### src/rtl/regfile_tag.sv
// regfile_tag: 32x32 integer register file with a per-register rename tag
// and a pending-write counter. x0 carries no state and always reads as zero.
// Writeback data lands only when its tag matches the register's current
// (youngest) tag; older writers just retire their pending count.
module regfile_tag #(
    parameter int TAG_WIDTH = 2
) (
    input  logic                 clk,
    input  logic                 rst_n,
    input  logic                 rd_rf1_en,
    input  logic [4:0]           rd_rf1_addr,
    output logic [31:0]          rd_rf1_data,
    output logic [TAG_WIDTH-1:0] rd_rf1_tag,
    output logic                 rd_rf1_dirty,
    input  logic                 rd_rf2_en,
    input  logic [4:0]           rd_rf2_addr,
    output logic [31:0]          rd_rf2_data,
    output logic [TAG_WIDTH-1:0] rd_rf2_tag,
    output logic                 rd_rf2_dirty,
    input  logic                 alloc_en,
    input  logic [4:0]           alloc_addr,
    output logic [TAG_WIDTH-1:0] alloc_tag,
    output logic                 alloc_stall,
    input  logic                 wb_en,
    input  logic [4:0]           wb_addr,
    input  logic [TAG_WIDTH-1:0] wb_tag,
    input  logic [31:0]          wb_data,
    input  logic                 flush
);

    localparam logic [TAG_WIDTH-1:0] CNT_MAX = {TAG_WIDTH{1'b1}};

    // Flat views of the per-register state; entry 0 is tied to zero so
    // every lookup indexed by a 5-bit address is naturally x0-safe.
    logic [31:0]          data_arr [0:31];
    logic [TAG_WIDTH-1:0] tag_arr  [0:31];
    logic [TAG_WIDTH-1:0] cnt_arr  [0:31];

    assign data_arr[0] = '0;
    assign tag_arr[0]  = '0;
    assign cnt_arr[0]  = '0;

    logic [TAG_WIDTH-1:0] wb_cnt;

    assign alloc_tag   = tag_arr[alloc_addr] + 1'b1;
    assign alloc_stall = alloc_en && (alloc_addr != 5'd0) && (cnt_arr[alloc_addr] == CNT_MAX);
    assign wb_cnt      = cnt_arr[wb_addr];

    genvar gi;
    generate
        for (gi = 1; gi < 32; gi = gi + 1) begin : g_reg
            logic [31:0]          data_reg;
            logic [TAG_WIDTH-1:0] tag_reg;
            logic [TAG_WIDTH-1:0] cnt_reg;
            logic                 alloc_acc;
            logic                 wb_acc;

            // A flush drops any concurrent allocation outright.
            assign alloc_acc = alloc_en && (alloc_addr == 5'(gi)) && !alloc_stall && !flush;
            assign wb_acc    = wb_en && (wb_addr == 5'(gi)) && (cnt_reg != '0);

            // Per-register state update: data on matching-tag writeback,
            // tag advance on alloc, counter tracks in-flight writers.
            always_ff @(posedge clk or negedge rst_n) begin
                if (!rst_n) begin
                    data_reg <= '0;
                    tag_reg  <= '0;
                    cnt_reg  <= '0;
                end else begin
                    if (wb_acc && (wb_tag == tag_reg)) begin
                        data_reg <= wb_data;
                    end
                    if (flush) begin
                        cnt_reg <= '0;
                    end else if (alloc_acc && !wb_acc) begin
                        cnt_reg <= cnt_reg + 1'b1;
                    end else if (!alloc_acc && wb_acc) begin
                        cnt_reg <= cnt_reg - 1'b1;
                    end
                    if (alloc_acc) begin
                        tag_reg <= tag_reg + 1'b1;
                    end
                end
            end

            assign data_arr[gi] = data_reg;
            assign tag_arr[gi]  = tag_reg;
            assign cnt_arr[gi]  = cnt_reg;
        end
    endgenerate

    // Read ports come from registered state only; the scoreboard handles
    // any writeback bypass.
    always_comb begin
        rd_rf1_data  = '0;
        rd_rf1_tag   = '0;
        rd_rf1_dirty = 1'b0;
        if (rd_rf1_en && (rd_rf1_addr != 5'd0)) begin
            rd_rf1_data  = data_arr[rd_rf1_addr];
            rd_rf1_tag   = tag_arr[rd_rf1_addr];
            rd_rf1_dirty = (cnt_arr[rd_rf1_addr] != '0);
        end
    end

    // Second read port, identical to the first.
    always_comb begin
        rd_rf2_data  = '0;
        rd_rf2_tag   = '0;
        rd_rf2_dirty = 1'b0;
        if (rd_rf2_en && (rd_rf2_addr != 5'd0)) begin
            rd_rf2_data  = data_arr[rd_rf2_addr];
            rd_rf2_tag   = tag_arr[rd_rf2_addr];
            rd_rf2_dirty = (cnt_arr[rd_rf2_addr] != '0);
        end
    end

    // A writeback with nothing pending means the pipeline lost track of a writer.
    wb_without_pending : assert property (@(posedge clk) disable iff (!rst_n)
        !(wb_en && (wb_addr != 5'd0) && (wb_cnt == '0)));

endmodule

### config.mk
export PLATFORM = sky130hd
export DESIGN_NAME = regfile_tag
export DESIGN_NICKNAME = d
export VERILOG_FILES = /design/src/rtl/regfile_tag.sv
export SDC_FILE = /design/constraint.sdc
export NUM_CORES = 2
export LEC_CHECK = 0
export BUFFER_PORTS_ARGS = -buffer_cell sky130_fd_sc_hd__buf_2
export CORE_MARGIN = 10
export CORE_UTILIZATION = 41
export CTS_BUF_LIST = sky130_fd_sc_hd__clkbuf_8
export DETAILED_ROUTE_END_ITERATION = 6
export SYNTH_ARGS = -nofsm -noshare
export SYNTH_HDL_FRONTEND = slang
export SYNTH_SLANG_ARGS = --single-unit
### constraint.sdc
create_clock -name clk -period 5.7 [get_ports clk]
set_input_delay 1.14 -clock clk [delete_from_list [all_inputs] [get_ports clk]]
set_output_delay 1.14 -clock clk [all_outputs]
set_load 0.01 [all_outputs]
# Yosys cells after proc, flatten, opt, wreduce, memory -nomap -nowiden
# Cells that the tools add are included.
word_totals:
  wordCells: 793
  out_inout_bits: 73
  register_bits: 1116
op_classes:
  n_reduce_logical: 383
  mux: 123
  n_bitwise: 3
  eq_ne: 94
  magnitude_cmp: 3
  add_sub_neg: 94
op_table:
  columns: ["op", "n"]
  rows:
  - ["$bmux W32 S5", 2]
  - ["$logic_and A1 B1 Y1", 252]
  - ["$mux W2", 107]
  - ["$mux W32", 6]
  - ["$eq A5 B5 Y1 const B", 32]
  - ["$add A2 B1 Y2 const B", 63]
  - ["$reduce_bool A3 Y1", 31]
  - ["$eq A5 B4 Y1 const B", 16]
  - ["$reduce_bool A2 Y1", 33]
  - ["$logic_not A1 Y1", 64]
  - ["$eq A2 B2 Y1", 31]
  - ["$sub A2 B1 Y2 const B", 31]
  - ["$bmux W2 S5", 6]
  - ["$eq A5 B3 Y1 const B", 8]
  - ["$eq A5 B2 Y1 const B", 4]
  - ["$ge A6 B6 Y1 const B", 3]
  - ["$not A5 Y6", 3]
  - ["$reduce_bool A5 Y1", 3]
  - ["$eq A5 B1 Y1 const B", 2]
  - ["$eq A2 B2 Y1 const B", 1]
  - ["$mux W1", 2]

# Depth between registers and ports, before layout
depth:
  depth_word: 14
  depth_mapped: 10

# Least setup slack after synthesis
# OpenSTA, ideal clock, no wires.
synth_timing:
  path_type: "input-to-output"
  start: "input port rd_rf2_addr[0]"
  end: "output port rd_rf2_data[3]"
  arrival_time_ns: 3.250
  required_ns: 4.560
  stages: 7
  setup_slack_ns: 1.310
  n_path_buf: 3
  cell_sequence: "clkbuf_1 -> buf_2 -> buf_1 -> mux4_2 -> mux4_2 -> mux2i_1 -> nor2_1"
synth_via:
  elab_chain_len: 5
synth_lines:
  columns: ["element", "line", "source"]
  rows:
  - ["from (decl)", "16", "input logic [4:0] rd_rf2_addr,"]
  - ["$not A5 Y6 (implied by the code)", "111", "rd_rf2_data = data_arr[rd_rf2_addr];"]
  - ["$bmux W32 S5", "111", null]
  - ["$mux W32 (implied by the code) (2 in series)", "111", null]
  - ["$mux W32 *", "110", "if (rd_rf2_en && (rd_rf2_addr != 5'd0)) begin"]
  - ["to (decl)", "17", "output logic [31:0] rd_rf2_data,"]
# Mark *: on every way between the ends. The rest lies on a longest branch, timed or not. The select of a mux whose other input is x is not followed.

# Worst setup path in the final report
layout_timing:
  start: "input port rd_rf1_addr[1]"
  end: "output port rd_rf1_data[31]"
layout_via:
  elab_chain_len: 5
layout_lines:
  columns: ["element", "line", "source"]
  rows:
  - ["from (decl)", "11", "input logic [4:0] rd_rf1_addr,"]
  - ["$not A5 Y6 (implied by the code)", "99", "rd_rf1_data = data_arr[rd_rf1_addr];"]
  - ["$bmux W32 S5", "99", null]
  - ["$mux W32 (implied by the code) (2 in series)", "99", null]
  - ["$mux W32 *", "98", "if (rd_rf1_en && (rd_rf1_addr != 5'd0)) begin"]
  - ["to (decl)", "12", "output logic [31:0] rd_rf1_data,"]
# Marks and branches as above.

==> report_table.html <==
<table>
<tr><th>Metric</th><th>Value</th></tr>
<tr><th colspan="2">GRT</th></tr>
<tr><td>Global-route track usage on met3</td><td>0.0445</td></tr>
<tr><td>Most Used Layer, Global Route</td><td>met2</td></tr>
<tr><td>Residual overflow from global routing</td><td>0</td></tr>
<tr><td>Met2 Resource Use GR</td><td>0.362</td></tr>
<tr><td>Number of global-route vias before repair</td><td>40,900</td></tr>
<tr><td>Initial antenna violation count</td><td>10</td></tr>
<tr><td>Wire length of the first global-routing pass</td><td>287,000 microns</td></tr>
<tr><td>Global-route track usage on met1</td><td>0.318</td></tr>
<tr><td>Maximum number of pins on one net before global-route repair</td><td>129</td></tr>
<tr><td>Total Routing Usage GR</td><td>0.230</td></tr>
<tr><th colspan="2">Yosys</th></tr>
<tr><td>Number of nets in the synthesized netlist</td><td>about 4,200</td></tr>
<tr><td>Distinct cells, synth</td><td>64</td></tr>
<tr><td>Number of enable flip-flop cells after synthesis</td><td>0</td></tr>
<tr><td>Warning count from the yosys run</td><td>0</td></tr>
<tr><td>Post-synthesis sequential area ratio</td><td>0.449</td></tr>
<tr><td>Flops &amp; latches, synth</td><td>roughly 1,100</td></tr>
<tr><td>Count of mapped cells out of synthesis</td><td>slightly above 4,000</td></tr>
<tr><td>Async set-reset flop share out of synthesis</td><td>1.00</td></tr>
<tr><td>Synthesized area per cell</td><td>roughly 15 sq um</td></tr>
<tr><td>Yosys top cell area share</td><td>0.449</td></tr>
<tr><td>Cells taking the most area after synthesis</td><td>sky130_fd_sc_hd__dfrtp_1 45%, sky130_fd_sc_hd__mux4_2 24%, sky130_fd_sc_hd__mux2_2 19%, sky130_fd_sc_hd__xor2_1 1.5%, sky130_fd_sc_hd__clkbuf_1 1.2%</td></tr>
<tr><td>Most instantiated cells after synthesis</td><td>1,116 x sky130_fd_sc_hd__dfrtp_1, 1,059 x sky130_fd_sc_hd__mux2_2, 650 x sky130_fd_sc_hd__mux4_2</td></tr>
<tr><td>Post-synth design cell area</td><td>between 0.06 and 0.07 sq mm</td></tr>
<tr><td>Cell with the most instances after synthesis</td><td>sky130_fd_sc_hd__dfrtp_1</td></tr>
<tr><td>Prevailing post-synth register cell</td><td>sky130_fd_sc_hd__dfrtp_1</td></tr>
<tr><td>Most area-hungry cell type in the Yosys netlist</td><td>sky130_fd_sc_hd__dfrtp_1</td></tr>
<tr><th colspan="2">Critical path</th></tr>
<tr><td>Crit-path cells</td><td>buf_8, nor2b_4, buf_4, a22o_1, mux4_2, mux2i_1, nor2_1, buf_2</td></tr>
<tr><td>Cell type group with the largest total delay on the critical path</td><td>simple AND/OR/NAND/NOR gates</td></tr>
<tr><td>Type of the worst setup path</td><td>primary input to output pin</td></tr>
<tr><td>Delay of the slowest cell on the worst path</td><td>1.03 ns</td></tr>
<tr><td>Arrival @ worst endpoint</td><td>3.98 ns</td></tr>
<tr><td>Kind of capture point of the worst setup path</td><td>output pin</td></tr>
<tr><td>Launching point of the worst reg2reg path</td><td>g_reg[18].cnt_reg[1]</td></tr>
<tr><td>Required time at the endpoint of the critical path</td><td>4.56 ns</td></tr>
<tr><td>Type of origin of the critical path</td><td>primary input</td></tr>
<tr><td>Reg-to-Reg End</td><td>g_reg[31].cnt_reg[0]</td></tr>
<tr><td>Worst-path fanout max</td><td>23</td></tr>
<tr><td>Cell with the largest stage delay on the worst path</td><td>sky130_fd_sc_hd__nor2b_4</td></tr>
<tr><td>Launching element of the worst setup path</td><td>rd_rf1_addr[1]</td></tr>
<tr><td>R2r worst-path depth</td><td>6</td></tr>
<tr><td>CP Buf/Inv Count</td><td>3</td></tr>
<tr><td>Worst-case register-to-register setup slack</td><td>2.93 ns</td></tr>
<tr><th colspan="2">Timing</th></tr>
<tr><td>Final hold vios</td><td>0</td></tr>
<tr><td>Slew headroom</td><td>0.183</td></tr>
<tr><td>Fin crit share</td><td>0.899</td></tr>
<tr><td>Transition time at the pin with the least slew margin</td><td>~1.2 ns</td></tr>
<tr><td>Max-slew violation total from the final report</td><td>0</td></tr>
<tr><td>Top achievable clock speed</td><td>195 MHz</td></tr>
<tr><td>Worst Clk Skew</td><td>0.0649 ns</td></tr>
<tr><td>Final worst path period need</td><td>around 5.1 ns</td></tr>
<tr><td>Sum of negative setup slack</td><td>0 ns</td></tr>
<tr><td>Setup repair after global routing missed its margin</td><td>false</td></tr>
<tr><td>Count of final setup violators</td><td>0</td></tr>
<tr><th colspan="2">Clock tree</th></tr>
<tr><td>Maximum level of the CTS H-tree</td><td>4</td></tr>
<tr><td>Quantity of hold-fixing buffers added after cts</td><td>0</td></tr>
<tr><td>CTS tree</td><td>built</td></tr>
<tr><td>Number of buffers added by the clock tree synthesis step</td><td>191</td></tr>
<tr><td>Count of instances resized after the clock tree is built</td><td>0</td></tr>
<tr><td>Number of post-CTS setup repair buffers</td><td>0</td></tr>
<tr><td>Clock Pin Slew Worst Setup and Hold Paths</td><td>0.06 ns</td></tr>
<tr><td>Clock root buffer</td><td>sky130_fd_sc_hd__clkbuf_8</td></tr>
<tr><td>Number of sinks driven by the clock tree</td><td>1,116</td></tr>
<tr><td>Bufs on Longest Clock Path</td><td>3</td></tr>
<tr><td>Clock latency at the later pin of the worst-skew pair</td><td>0.96 ns</td></tr>
<tr><th colspan="2">Outcome</th></tr>
<tr><td>Outcome</td><td>finished, final reports clean</td></tr>
<tr><th colspan="2">Drt</th></tr>
<tr><td>DRC marker count from the first detailed-route iteration</td><td>3,591</td></tr>
<tr><td>Routed via count</td><td>39,400</td></tr>
<tr><td>Routed WL</td><td>roughly 190,000 microns</td></tr>
<tr><td>Vias per cell</td><td>6.24</td></tr>
<tr><td>Post-detailed-route wirelength per cell</td><td>30.8 microns</td></tr>
<tr><td>Count of TritonRoute iterations in the first routing pass</td><td>5</td></tr>
<tr><td>Residual DRC count</td><td>0</td></tr>
<tr><td>Antenna-violating nets left</td><td>0</td></tr>
<tr><th colspan="2">Floorplanning</th></tr>
<tr><td>Die area</td><td>0.168 sq mm</td></tr>
<tr><td>DIE HEIGHT</td><td>409 microns</td></tr>
<tr><td>Die Width</td><td>just over 400 microns</td></tr>
<tr><td>I/O pin cnt</td><td>134</td></tr>
<tr><td>Starting Density</td><td>0.414</td></tr>
<tr><td>Area of the core</td><td>between 0.15 and 0.2 sq mm</td></tr>
<tr><td>Number of core rows</td><td>142</td></tr>
<tr><th colspan="2">Power and ir drop</th></tr>
<tr><td>Max rail drop VDD</td><td>227 uV</td></tr>
<tr><td>Total leakage power</td><td>31.6 nW</td></tr>
<tr><td>Pwr dens</td><td>~250 mW/mm^2</td></tr>
<tr><th colspan="2">Placed design</th></tr>
<tr><td>HPWL reported at the end of detailed placement</td><td>between 100,000 and 150,000 microns</td></tr>
<tr><td>Final weighted congestion of routability-driven global placement</td><td>around 0.8</td></tr>
<tr><td>Area post-placement</td><td>~0.065 sq mm</td></tr>
<tr><td>Count of port buffers added during placement</td><td>~130</td></tr>
<tr><td>Placed Cells</td><td>roughly 6,000</td></tr>
<tr><th colspan="2">Finish</th></tr>
<tr><td>Layout cells sized above 1</td><td>0.530</td></tr>
<tr><td>Non-filler instance count after layout</td><td>6,319</td></tr>
<tr><td>Syn-to-layout area delta</td><td>11.3%</td></tr>
<tr><td>Max reg flops</td><td>~990</td></tr>
<tr><td># nets final</td><td>4,218</td></tr>
<tr><td>Post-route cell area</td><td>0.0692 sq mm</td></tr>
<tr><th colspan="2">Flow run</th></tr>
<tr><td># Max-Cap Violations</td><td>0</td></tr>
<tr><th colspan="2">Min path</th></tr>
<tr><td>Hold WC Path Type</td><td>primary input to async pin</td></tr>
</table>
-- placed cells by master (no fill, tap or decap), types with 6 or more instances in the layout --
| cell | synthesis | routed |
|---|---|---|
| sky130_fd_sc_hd__o21ai_0 | 41 | 41 |
| sky130_fd_sc_hd__inv_1 | 8 | 68 |
| sky130_fd_sc_hd__and2_1 | 30 | 30 |
| sky130_fd_sc_hd__mux2_2 | 1059 | 1059 |
| sky130_fd_sc_hd__buf_2 | 121 | 123 |
| sky130_fd_sc_hd__nor3_1 | 23 | 23 |
| sky130_fd_sc_hd__mux2_1 | 12 | 12 |
| sky130_fd_sc_hd__clkinv_2 | 0 | 15 |
| sky130_fd_sc_hd__mux4_2 | 650 | 650 |
| sky130_fd_sc_hd__a21oi_1 | 55 | 55 |
| sky130_fd_sc_hd__nor4_2 | 2 | 19 |
| sky130_fd_sc_hd__nand3_1 | 25 | 23 |
| sky130_fd_sc_hd__nor2_1 | 178 | 178 |
| sky130_fd_sc_hd__nor2b_1 | 13 | 11 |
| sky130_fd_sc_hd__xnor2_1 | 49 | 49 |
| sky130_fd_sc_hd__a22o_1 | 73 | 73 |
| sky130_fd_sc_hd__clkbuf_8 | 0 | 242 |
| sky130_fd_sc_hd__a211oi_1 | 8 | 8 |
| sky130_fd_sc_hd__xor2_1 | 108 | 108 |
| sky130_fd_sc_hd__nand2_1 | 97 | 95 |
| sky130_fd_sc_hd__buf_4 | 7 | 71 |
| sky130_fd_sc_hd__buf_12 | 0 | 38 |
| sky130_fd_sc_hd__dfrtp_1 | 1116 | 1116 |
| sky130_fd_sc_hd__mux2i_1 | 73 | 73 |
| sky130_fd_sc_hd__a211oi_2 | 9 | 9 |
| sky130_fd_sc_hd__o32ai_1 | 9 | 9 |
| sky130_fd_sc_hd__inv_6 | 0 | 6 |
-- kinds of logic after synthesis --
family,after synthesis,synth area share
buf+inv,420,0.0286
flops,1116,0.449
xor+xnor,157,0.0221
mux,1795,0.442
simple gates,424,0.0323
compound gates,223,0.0263
-- power by group --
group,leakage [nW],internal (mW),switching [mW],total (mW)
combinational,13.7,0.554,0.901,1.46
clock,2.27,4.06,3.56,7.61
sequential,15.5,8.03,0.189,8.22
-- layout make-up --
class	instances	area (sq um)
clock inverter	94	624
antenna	3	7.51
sequential	1116	27900
timing repair buffer	239	2010
tap	2016	2520
clock buffer	242	3330
multi-input combinational	2599	32700
inverter	10	42.5
fill	13300	81100
-- how the worst max path moves through the flow --
stage / end / cells past startpoint / slack, ns
4_1_cts: rd_rf1_data[31] / 8 / 0.60
3_3_place_gp: rd_rf1_data[24] / 8 / 0.58
5_1_grt: rd_rf1_data[31] / 8 / 0.56
6_report: rd_rf1_data[31] / 8 / 0.58
2_1_floorplan: rd_rf2_data[3] / 7 / 1.31
3_5_place_dp: rd_rf1_data[31] / 8 / 0.57
-- layer usage --
metal / up-vias / wire length [microns]
met3: 369 / 13400
met2: 1428 / 91200
met4: 6 / 6330
li1: 16000 / -
met1: 21600 / 83400
met5: - / 41
-- stage by stage --
| step | total power, mW | util | setup slack [ns] | hold WS, ns |
|---|---|---|---|---|
| after floorplan | 9.17 | - | 1.31 | 0.471 |
| after global placement | 9.80 | 0.434 | 0.576 | 0.487 |
| after detailed placement | 9.82 | 0.434 | 0.567 | 0.496 |
| after CTS | 17.5 | 0.460 | 0.600 | 0.219 |
| after global routing | 17.9 | 0.460 | 0.560 | 0.254 |
| final | 17.3 | 0.460 | 0.577 | 0.251 |
Note: power is estimated with default switching activity, not from simulation.
